`src/rtl/adt7301_reader.sv`:
```
// adt7301_reader: SPI read master that scans the board's ADT7301 sensors.
// A scan selects each enabled sensor in ascending index order, clocks one
// 16-bit frame out of it, and reports the 14-bit temperature with its index.
module adt7301_reader #(
  parameter int CLK_DIV = 4,
  parameter int N_SENS  = 3
) (
  input  logic              clk,
  input  logic              rst_b,
  input  logic              start,
  input  logic [N_SENS-1:0] sens_en,
  output logic              busy,
  output logic [13:0]       temp_data,
  output logic [1:0]        temp_idx,
  output logic              temp_valid,
  output logic [N_SENS-1:0] adt_cs_b,
  output logic              adt_sclk,
  output logic              adt_din,
  input  logic              adt_dout
);

  typedef enum logic [1:0] {IDLE, SETUP, SHIFT, GAP} state_t;

  localparam logic [7:0]        DIV_M1 = 8'(CLK_DIV - 1);
  localparam logic [N_SENS-1:0] ONE    = N_SENS'(1);

  state_t            r_state;
  logic [7:0]        r_cnt;
  logic [3:0]        r_bitCnt;
  logic [N_SENS-1:0] r_en;
  logic [1:0]        r_idx;
  logic [N_SENS-1:0] r_csB;
  logic              r_sclk;
  logic              r_busy;
  logic              r_valid;
  logic [13:0]       r_data;
  logic [1:0]        r_tempIdx;
  // Only 14 bits are kept: after 16 shifts the two header bits have
  // already fallen off the top, leaving exactly the temperature field.
  logic [13:0]       r_shift;

  logic [1:0]        w_firstIdx;
  logic [1:0]        w_nextIdx;
  logic              w_nextFound;

  // Lowest enabled sensor at scan start, and the next higher one mid-scan.
  always_comb begin
    w_firstIdx  = '0;
    w_nextIdx   = '0;
    w_nextFound = 1'b0;
    for (int i = N_SENS - 1; i >= 0; i--) begin
      if (sens_en[i]) begin
        w_firstIdx = 2'(i);
      end
      if (r_en[i] && (2'(i) > r_idx)) begin
        w_nextIdx   = 2'(i);
        w_nextFound = 1'b1;
      end
    end
  end

  // Scan sequencer: CS setup, 16 SCLK periods per frame, inter-sensor gap.
  always_ff @(posedge clk) begin
    if (!rst_b) begin
      r_state   <= IDLE;
      r_cnt     <= '0;
      r_bitCnt  <= '0;
      r_en      <= '0;
      r_idx     <= '0;
      r_csB     <= '1;
      r_sclk    <= 1'b1;
      r_busy    <= 1'b0;
      r_valid   <= 1'b0;
      r_data    <= '0;
      r_tempIdx <= '0;
      r_shift   <= '0;
    end else begin
      r_valid <= 1'b0;
      case (r_state)
        IDLE: begin
          if (start && (sens_en != '0)) begin
            r_en    <= sens_en;
            r_idx   <= w_firstIdx;
            r_csB   <= ~(ONE << w_firstIdx);
            r_busy  <= 1'b1;
            r_cnt   <= DIV_M1;
            r_state <= SETUP;
          end
        end
        SETUP: begin
          if (r_cnt == 8'd0) begin
            r_sclk   <= 1'b0;
            r_cnt    <= DIV_M1;
            r_bitCnt <= '0;
            r_state  <= SHIFT;
          end else begin
            r_cnt <= r_cnt - 8'd1;
          end
        end
        SHIFT: begin
          if (r_cnt == 8'd0) begin
            r_cnt <= DIV_M1;
            if (!r_sclk) begin
              r_sclk  <= 1'b1;
              r_shift <= {r_shift[12:0], adt_dout};
            end else if (r_bitCnt == 4'd15) begin
              r_csB     <= '1;
              r_data    <= r_shift;
              r_tempIdx <= r_idx;
              r_valid   <= 1'b1;
              r_state   <= GAP;
            end else begin
              r_sclk   <= 1'b0;
              r_bitCnt <= r_bitCnt + 4'd1;
            end
          end else begin
            r_cnt <= r_cnt - 8'd1;
          end
        end
        GAP: begin
          if (r_cnt == 8'd0) begin
            if (w_nextFound) begin
              r_idx   <= w_nextIdx;
              r_csB   <= ~(ONE << w_nextIdx);
              r_cnt   <= DIV_M1;
              r_state <= SETUP;
            end else begin
              r_busy  <= 1'b0;
              r_state <= IDLE;
            end
          end else begin
            r_cnt <= r_cnt - 8'd1;
          end
        end
        default: r_state <= IDLE;
      endcase
    end
  end

  assign busy       = r_busy;
  assign temp_data  = r_data;
  assign temp_idx   = r_tempIdx;
  assign temp_valid = r_valid;
  assign adt_cs_b   = r_csB;
  assign adt_sclk   = r_sclk;
  assign adt_din    = 1'b0;

endmodule

```
`config.mk`:
```
export PLATFORM = sky130hd
export DESIGN_NAME = adt7301_reader
export DESIGN_NICKNAME = d
export VERILOG_FILES = /design/src/rtl/adt7301_reader.sv
export SDC_FILE = /design/constraint.sdc
export NUM_CORES = 1
export LEC_CHECK = 0
export CELL_PAD_IN_SITES_DETAIL_PLACEMENT = 2
export CELL_PAD_IN_SITES_GLOBAL_PLACEMENT = 2
export CORE_UTILIZATION = 35
export CTS_BUF_LIST = sky130_fd_sc_hd__clkbuf_4 sky130_fd_sc_hd__clkbuf_8
export CTS_CLUSTER_DIAMETER = 150
export DETAILED_ROUTE_END_ITERATION = 10
export GPL_ROUTABILITY_DRIVEN = 0
export MAX_ROUTING_LAYER = met4
export PLACE_DENSITY_LB_ADDON = 0.1
export SYNTH_ARGS = -nofsm -noshare
export SYNTH_HDL_FRONTEND = slang
export SYNTH_SLANG_ARGS = --single-unit
```
`constraint.sdc`:
```
create_clock -name clk -period 2.5 [get_ports clk]
set_input_delay 0.5 -clock clk [delete_from_list [all_inputs] [get_ports clk]]
set_output_delay 0.5 -clock clk [all_outputs]
set_load 0.05 [all_outputs]
```
==> results_dict.tcl, run 1 <==
set metrics [dict create \
    critical_path.startpoint_type "flop" \
    static-leakage-power_uw 0.00118 \
    ff2ff_setup_slack_ns 0.28 \
    cts_buffers 5 \
    timing.final.setup_violations 0 \
    clock_insertion_delay_worst_skew_ns 0.32 \
    cp_common_cell "sky130_fd_sc_hd__o21ai_1" \
    timing.setup.tns_ns 0 \
    worst-path-max-fanout 10 \
    post-synth-top-area-cell "sky130_fd_sc_hd__dfxtp_1" \
    switching_share 0.418 \
    yosys.area.top_type_share 0.447 \
    mappedNetlistNets 286 \
    initial_util 0.373 \
    total_drc_errors_in_the_routed_layout 0 \
    post_cts_buffers 0 \
    dp.cells 367 \
    slowest_library_cell_on_the_worst_path "sky130_fd_sc_hd__o21ai_1" \
    worst-slew-pin-transition_ns 0.557 \
    antenna-diode-count 0 \
    switchingPower_uw 1140 \
    tritoncts "built" \
    final_area_um2 2870 \
    yosysSeqAreaShare 0.447 \
    synth_cells 270 \
    hold_path.class "reg -> reg" \
    fraction_of_layout_instances_using_a_drive_strength_above_1 0.0772 \
    post_drt_via_cell_ratio 5.33 \
    floorplan.die_area_um2 7250 \
    ant_nets 0 \
    postCtsResizedCells 0 \
    power.clock.fraction 0.190 \
    max_cap_violations 0 \
    dieWidth_um 85.2 \
    gr-total-overflow 0 \
    status "complete, no violations" \
    critPathArrivalTime_ns 2.47 \
    post_layout_nonfiller_instances 375 \
    finalMaxSlewViolations 0 \
    critical_path.max_stage_delay_ns 0.47 \
    synth-edff-count 0 \
    clock-root-buffer "sky130_fd_sc_hd__clkbuf_8" \
    min_period_ns 2.22 \
    share_of_the_clock_period_used_by_the_worst_path_after_layout 0.889 \
    synth_area_leaders "sky130_fd_sc_hd__dfxtp_1 45%, sky130_fd_sc_hd__mux2i_1 6.6%, sky130_fd_sc_hd__nand2_1 5.7%" \
    synth_area_per_cell_um2 8.96 \
    drt-total-wl_um 6030 \
    achievable-frequency_ghz 0.450 \
    pwr-share-comb 0.413 \
    drt_pre_antenna_iters 4 \
    top_level_ports 30 \
    die_height_um 85.2 \
    finalClockSkew_ns 0.0102 \
    final.fill_count 731 \
    cp_cell_sequence "ha_1 -> nor2b_1 -> a22oi_2 -> o21ai_1 -> o21ai_1 -> a21oi_1" \
    via_count_of_the_first_global_routing_pass 2120 \
    maxSlewHeadroom 0.624 \
    pwr_density_cell_nw_per_um2 953 \
    yosysUniqueCellTypes 49 \
    synth-seq-cells 54 \
    critPathCaptureType "flop" \
    numPortBuffers 28 \
    tritoncts_num_sinks 54 \
    vdd_ir_drop_max_mv 0.487 \
    synthesis.yosys.warnings 0 \
    timing.final.hold_violations 0 \
    synthFlopType "sky130_fd_sc_hd__dfxtp_1" \
    routed-via-count 2000 \
    power_frac_seq 0.397 \
    detail_route.iter0.violations 59 \
    synthArstFlopShare 0 \
    fin_util 0.442 \
    syn-cell-area_um2 2420 \
    rsz0062_at_grt "no" \
    max-clock-path-buffers 2 \
    growth_of_design_area_from_synthesis_to_finish_pct 18.8 \
    type_of_the_worst_setup_path "reg -> reg" \
    fin_hold_ws_ns 0.469 \
    std_cell_rows 29 \
    detailed_place.area_um2 2780 \
    final_net_count 313 \
    overall_global_routing_resource_usage 0.193 \
    ctsHtreeMaxLevel 2 \
    placeableCoreArea_um2 6490 \
    antenna_violations_before_repair 0 \
    grt_start_max_net_pins 37 \
    worst_ep_required_time_ns 2.75 \
    place_hpwl_um 4300 \
    detail_route.wl_per_cell_um 16.1 \
    cell_internal_pwr_uw 1590 \
    grt_first_pass_wirelength_um 10700 \
    cts_hold_repair.buffers 0 \
    path_clk_slew_ns 0.11 \
]
[worst paths after layout]
path / from / end / cells past startpoint
hold / removal: r_en[1] / r_en[1] / 2
hold reg to reg: r_en[1] / r_en[1] / 2
setup reg to reg: r_state[1] / r_cnt[4] / 6
setup / recovery: r_state[1] / r_cnt[4] / 6
[power groups by stage]
stage | Combinational [uW] | Clock [uW] | Sequential (uW)
final | 1130 | 521 | 1090
after CTS | 1150 | 545 | 1090
after floorplan | 767 | 0 | 1170
after global routing | 1280 | 575 | 1100
after global placement | 1100 | 0 | 1100
after detailed placement | 1130 | 0 | 1110
[Yosys cell counts, drive strengths merged, types with 4 or more instances]
cell    number
xor2         6
nor4b        4
nand3       12
o21ai        7
inv         10
clkbuf       8
nor2        28
ha           9
buf          6
a21oi       21
dfxtp       54
o211ai       4
a211oi       4
nand2       38
nor3         4
mux2i       16
[logic make-up after synthesis]
kind of cell | count (synthesis) | share of synthesized area
and+or+nand+nor | 104 | 0.214
DFF | 54 | 0.447
AOI/OAI and AO/OA | 55 | 0.152
muxes | 17 | 0.0708
adders and majority gates | 9 | 0.0465
xor gates and xnor gates | 6 | 0.0217
buffers and inverters | 24 | 0.0476
other | 1 | 0.00155
[cell type report]
class | instances | area (um^2) | share of cell area
Timing Repair Buffer | 34 | 338 | 0.118
Clock inverter | 3 | 28.8 | 0.0100
Inverter | 10 | 37.5 | 0.0131
Multi-Input combinational cell | 192 | 1220 | 0.426
Clock buffer | 5 | 68.8 | 0.0239
Sequential cell | 54 | 1080 | 0.376
Tap cell | 77 | 96.3 | 0.0335
[metal layers]
metal	track usage	up-vias	part of all wire
li1	-	990	-
met4	0.0555	0	0.0086
met2	0.320	26	0.49
met3	0.0292	7	0.020
met5	-	-	0
met1	0.243	977	0.49
[sequential cells by signal (all words and copies together) (netlist names)]
register / flops
r_shift: 14
temp_data: 14
r_cnt: 8
r_bitCnt: 4
adt_cs_b: 3
r_en: 2
r_idx: 2
r_state: 2
temp_idx: 2
adt_sclk: 1
busy: 1
temp_valid: 1
[critical path: cells and delay by family, from the launching register on]
family / cells / cell delay (ns)
AOI/OAI and AO/OA: 4 / 1.06
adders and majority gates: 1 / 0.40
and+or+nand+nor: 1 / 0.25
DFF: 1 / 0.44
[layout by cell type (no fill, tap or decap), types with 6 or more instances in the layout]
cell type | netlist | final
sky130_fd_sc_hd__clkdlybuf4s50_1 | 0 | 28
sky130_fd_sc_hd__a21oi_1 | 21 | 21
sky130_fd_sc_hd__mux2i_1 | 16 | 16
sky130_fd_sc_hd__inv_1 | 10 | 10
sky130_fd_sc_hd__nand2_1 | 37 | 37
sky130_fd_sc_hd__xor2_1 | 6 | 6
sky130_fd_sc_hd__dfxtp_1 | 54 | 54
sky130_fd_sc_hd__ha_1 | 9 | 9
sky130_fd_sc_hd__nor2_1 | 28 | 28
sky130_fd_sc_hd__nand3_1 | 12 | 12
[per-stage QoR]
stage	worst slack (ns)	total power, uW
2_1_floorplan	0.605	1940
3_3_place_gp	0.233	2210
3_5_place_dp	0.131	2230
4_1_cts	0.276	2780
5_1_grt	0.0473	2950
6_report	0.276	2740
(Power assumes the default switching activity.)
==> inputs of run 2 (changes only) <==
--- a/config.mk
+++ b/config.mk
@@ -12,6 +12,7 @@
 export CTS_CLUSTER_DIAMETER = 150
 export DETAILED_ROUTE_END_ITERATION = 10
 export GPL_ROUTABILITY_DRIVEN = 0
+export GPL_TIMING_DRIVEN = 0
 export MAX_ROUTING_LAYER = met4
 export PLACE_DENSITY_LB_ADDON = 0.1
 export SYNTH_ARGS = -nofsm -noshare
==> run 2 against run 1 <==
  * Flip-flop and latch count unchanged
  * Core utilization up 0.25 points
  * Highest routed layer unchanged
  * Critical endpoint is now adt_cs_b[2]
  * Clock skew up 0.0017 ns
  * Combinational power about the same
==> results_dict.tcl, run 2 (synthesis results as in run 1) <==
set metrics [dict create \
    status "complete, no violations" \
    worst-slew-pin-transition_ns 0.620 \
    min_period_ns 2.27 \
    dp_worst_setup_slack_ns -0.0599 \
    path_clk_slew_ns 0.09 \
    initial_util 0.373 \
    place_hpwl_um 4520 \
    antenna-diode-count 0 \
    post_drt_via_cell_ratio 5.25 \
    floorplan.die_area_um2 7250 \
    antenna_violations_before_repair 0 \
    finalWorstSetupSlack_ns 0.230 \
    max_cap_violations 0 \
    growth_of_design_area_from_synthesis_to_finish_pct 19.4 \
    critical_path.startpoint_type "flop" \
    std_cell_rows 29 \
    ctsHtreeMaxLevel 2 \
    commonest_cells_after_routing_fill_and_taps_aside "54 x sky130_fd_sc_hd__dfxtp_1, 37 x sky130_fd_sc_hd__nand2_1, 28 x sky130_fd_sc_hd__nor2_1, 28 x sky130_fd_sc_hd__clkdlybuf4s50_1, 21 x sky130_fd_sc_hd__a21oi_1" \
    finalClockSkew_ns 0.0119 \
    overall_global_routing_resource_usage 0.189 \
    post_cts_buffers 0 \
    final_net_count 321 \
    dieWidth_um 85.2 \
    grt_first_pass_wirelength_um 10600 \
    finalMaxSlewViolations 0 \
    vdd_ir_drop_max_mv 0.502 \
    via_count_of_the_first_global_routing_pass 2172 \
    grt_start_max_net_pins 17 \
    clock_insertion_delay_worst_skew_ns 0.30 \
    pwr_density_cell_nw_per_um2 950 \
    die_height_um 85.2 \
    placeableCoreArea_um2 6490 \
    detail_route.wl_per_cell_um 16.0 \
    most_frequent_standard_cell_in_the_layout_excluding_fill_and_tap_cells "sky130_fd_sc_hd__dfxtp_1" \
    critPathArrivalTime_ns 2.44 \
    clock-root-buffer "sky130_fd_sc_hd__clkbuf_8" \
    tritoncts_num_sinks 54 \
    max-clock-path-buffers 2 \
    final_area_um2 2890 \
    worst-path-max-fanout 9 \
    rsz0062_at_grt "no" \
    fraction_of_layout_instances_using_a_drive_strength_above_1 0.0784 \
    routed-via-count 2011 \
    timing.final.hold_violations 0 \
    numPortBuffers 28 \
    timing.final.setup_violations 0 \
    hold_path.class "reg -> reg" \
    fin_hold_ws_ns 0.473 \
    tritoncts "built" \
    gr-total-overflow 0 \
    static-leakage-power_uw 0.00119 \
    total_power_uw 2750 \
    share_of_the_clock_period_used_by_the_worst_path_after_layout 0.908 \
    worst_ep_required_time_ns 2.66 \
    detailed_place.area_um2 2800 \
    cts_buffers 5 \
    maxSlewHeadroom 0.587 \
    drt-total-wl_um 6120 \
    ant_nets 0 \
    achievable-frequency_ghz 0.440 \
    drt_pre_antenna_iters 4 \
    detail_route.iter0.violations 44 \
    critPathCaptureType "flop" \
    total_drc_errors_in_the_routed_layout 0 \
    type_of_the_worst_setup_path "reg -> reg" \
    top_level_ports 30 \
]
[run 2: cell type report]
type                    count  area, um^2
plain buffers              14        77.6
multi-input cells         192        1230
inverters                  10        37.5
flip-flops and latches     54        1080
clock buffers               6        76.3
repair buffers             28         280
fillers                   739        3600
well taps                  77        96.3
clock inverters             2        13.8
[run 2: final timing paths]
| check | slack (ns) | start | end | cells past startpoint |
|---|---|---|---|---|
| max | 0.23 | r_cnt[0] | adt_cs_b[2] | 7 |
| min | 0.47 | r_en[1] | r_en[1] | 2 |
| max reg2reg | 0.23 | r_cnt[0] | adt_cs_b[2] | 7 |
| min reg2reg | 0.47 | r_en[1] | r_en[1] | 2 |
[run 2: report_power, final]
part | total, uW | internal, uW | switching (uW)
Clock | 497 | 210 | 287
Sequential | 1090 | 966 | 121
Combinational | 1160 | 440 | 721
Total | 2750 | 1620 | 1130
[run 2: metal layers]
metal | share of wire | global-route usage | up-vias
li1 | - | - | 1003
met1 | 0.48 | 0.224 | 988
met2 | 0.50 | 0.337 | 18
met3 | 0.018 | 0.0350 | 2
met4 | 0.0047 | 0.0354 | 0
met5 | 0 | - | -
[run 2: stage by stage]
stage / instances / setup TNS, ns / utilization
final: 383 / 0 / 0.445
after global routing: 383 / 0 / 0.445
after CTS: 383 / 0 / 0.444
after detailed placement: 375 / -0.104 / 0.431
after global placement: 375 / 0 / 0.431
after floorplan: 270 / 0 / -
[run 2: critical path, stage by stage (launching register included)]
cell and delay (ns):
sky130_fd_sc_hd__dfxtp_1 0.36, sky130_fd_sc_hd__inv_1 0.13, sky130_fd_sc_hd__ha_1 0.16, sky130_fd_sc_hd__nor3b_2 0.37, sky130_fd_sc_hd__nand2_4 0.17, sky130_fd_sc_hd__a2111o_1 0.47
sky130_fd_sc_hd__nor3_1 0.37, sky130_fd_sc_hd__a32oi_1 0.11
[run 2: what timing repair did]
action / in CTS / in global routing
gates resized for setup: 0 / 1
hold buffers: 0 / 0
setup endpoints to repair: 0 / 3
==> inputs of run 3 (changes only) <==
--- a/config.mk
+++ b/config.mk
@@ -15,6 +15,7 @@
 export GPL_TIMING_DRIVEN = 0
 export MAX_ROUTING_LAYER = met4
 export PLACE_DENSITY_LB_ADDON = 0.1
+export SLEW_MARGIN = 30
 export SYNTH_ARGS = -nofsm -noshare
 export SYNTH_HDL_FRONTEND = slang
 export SYNTH_SLANG_ARGS = --single-unit
==> results of run 3 <==
The final DEF is identical to that of run 2; final timing and power are the same.
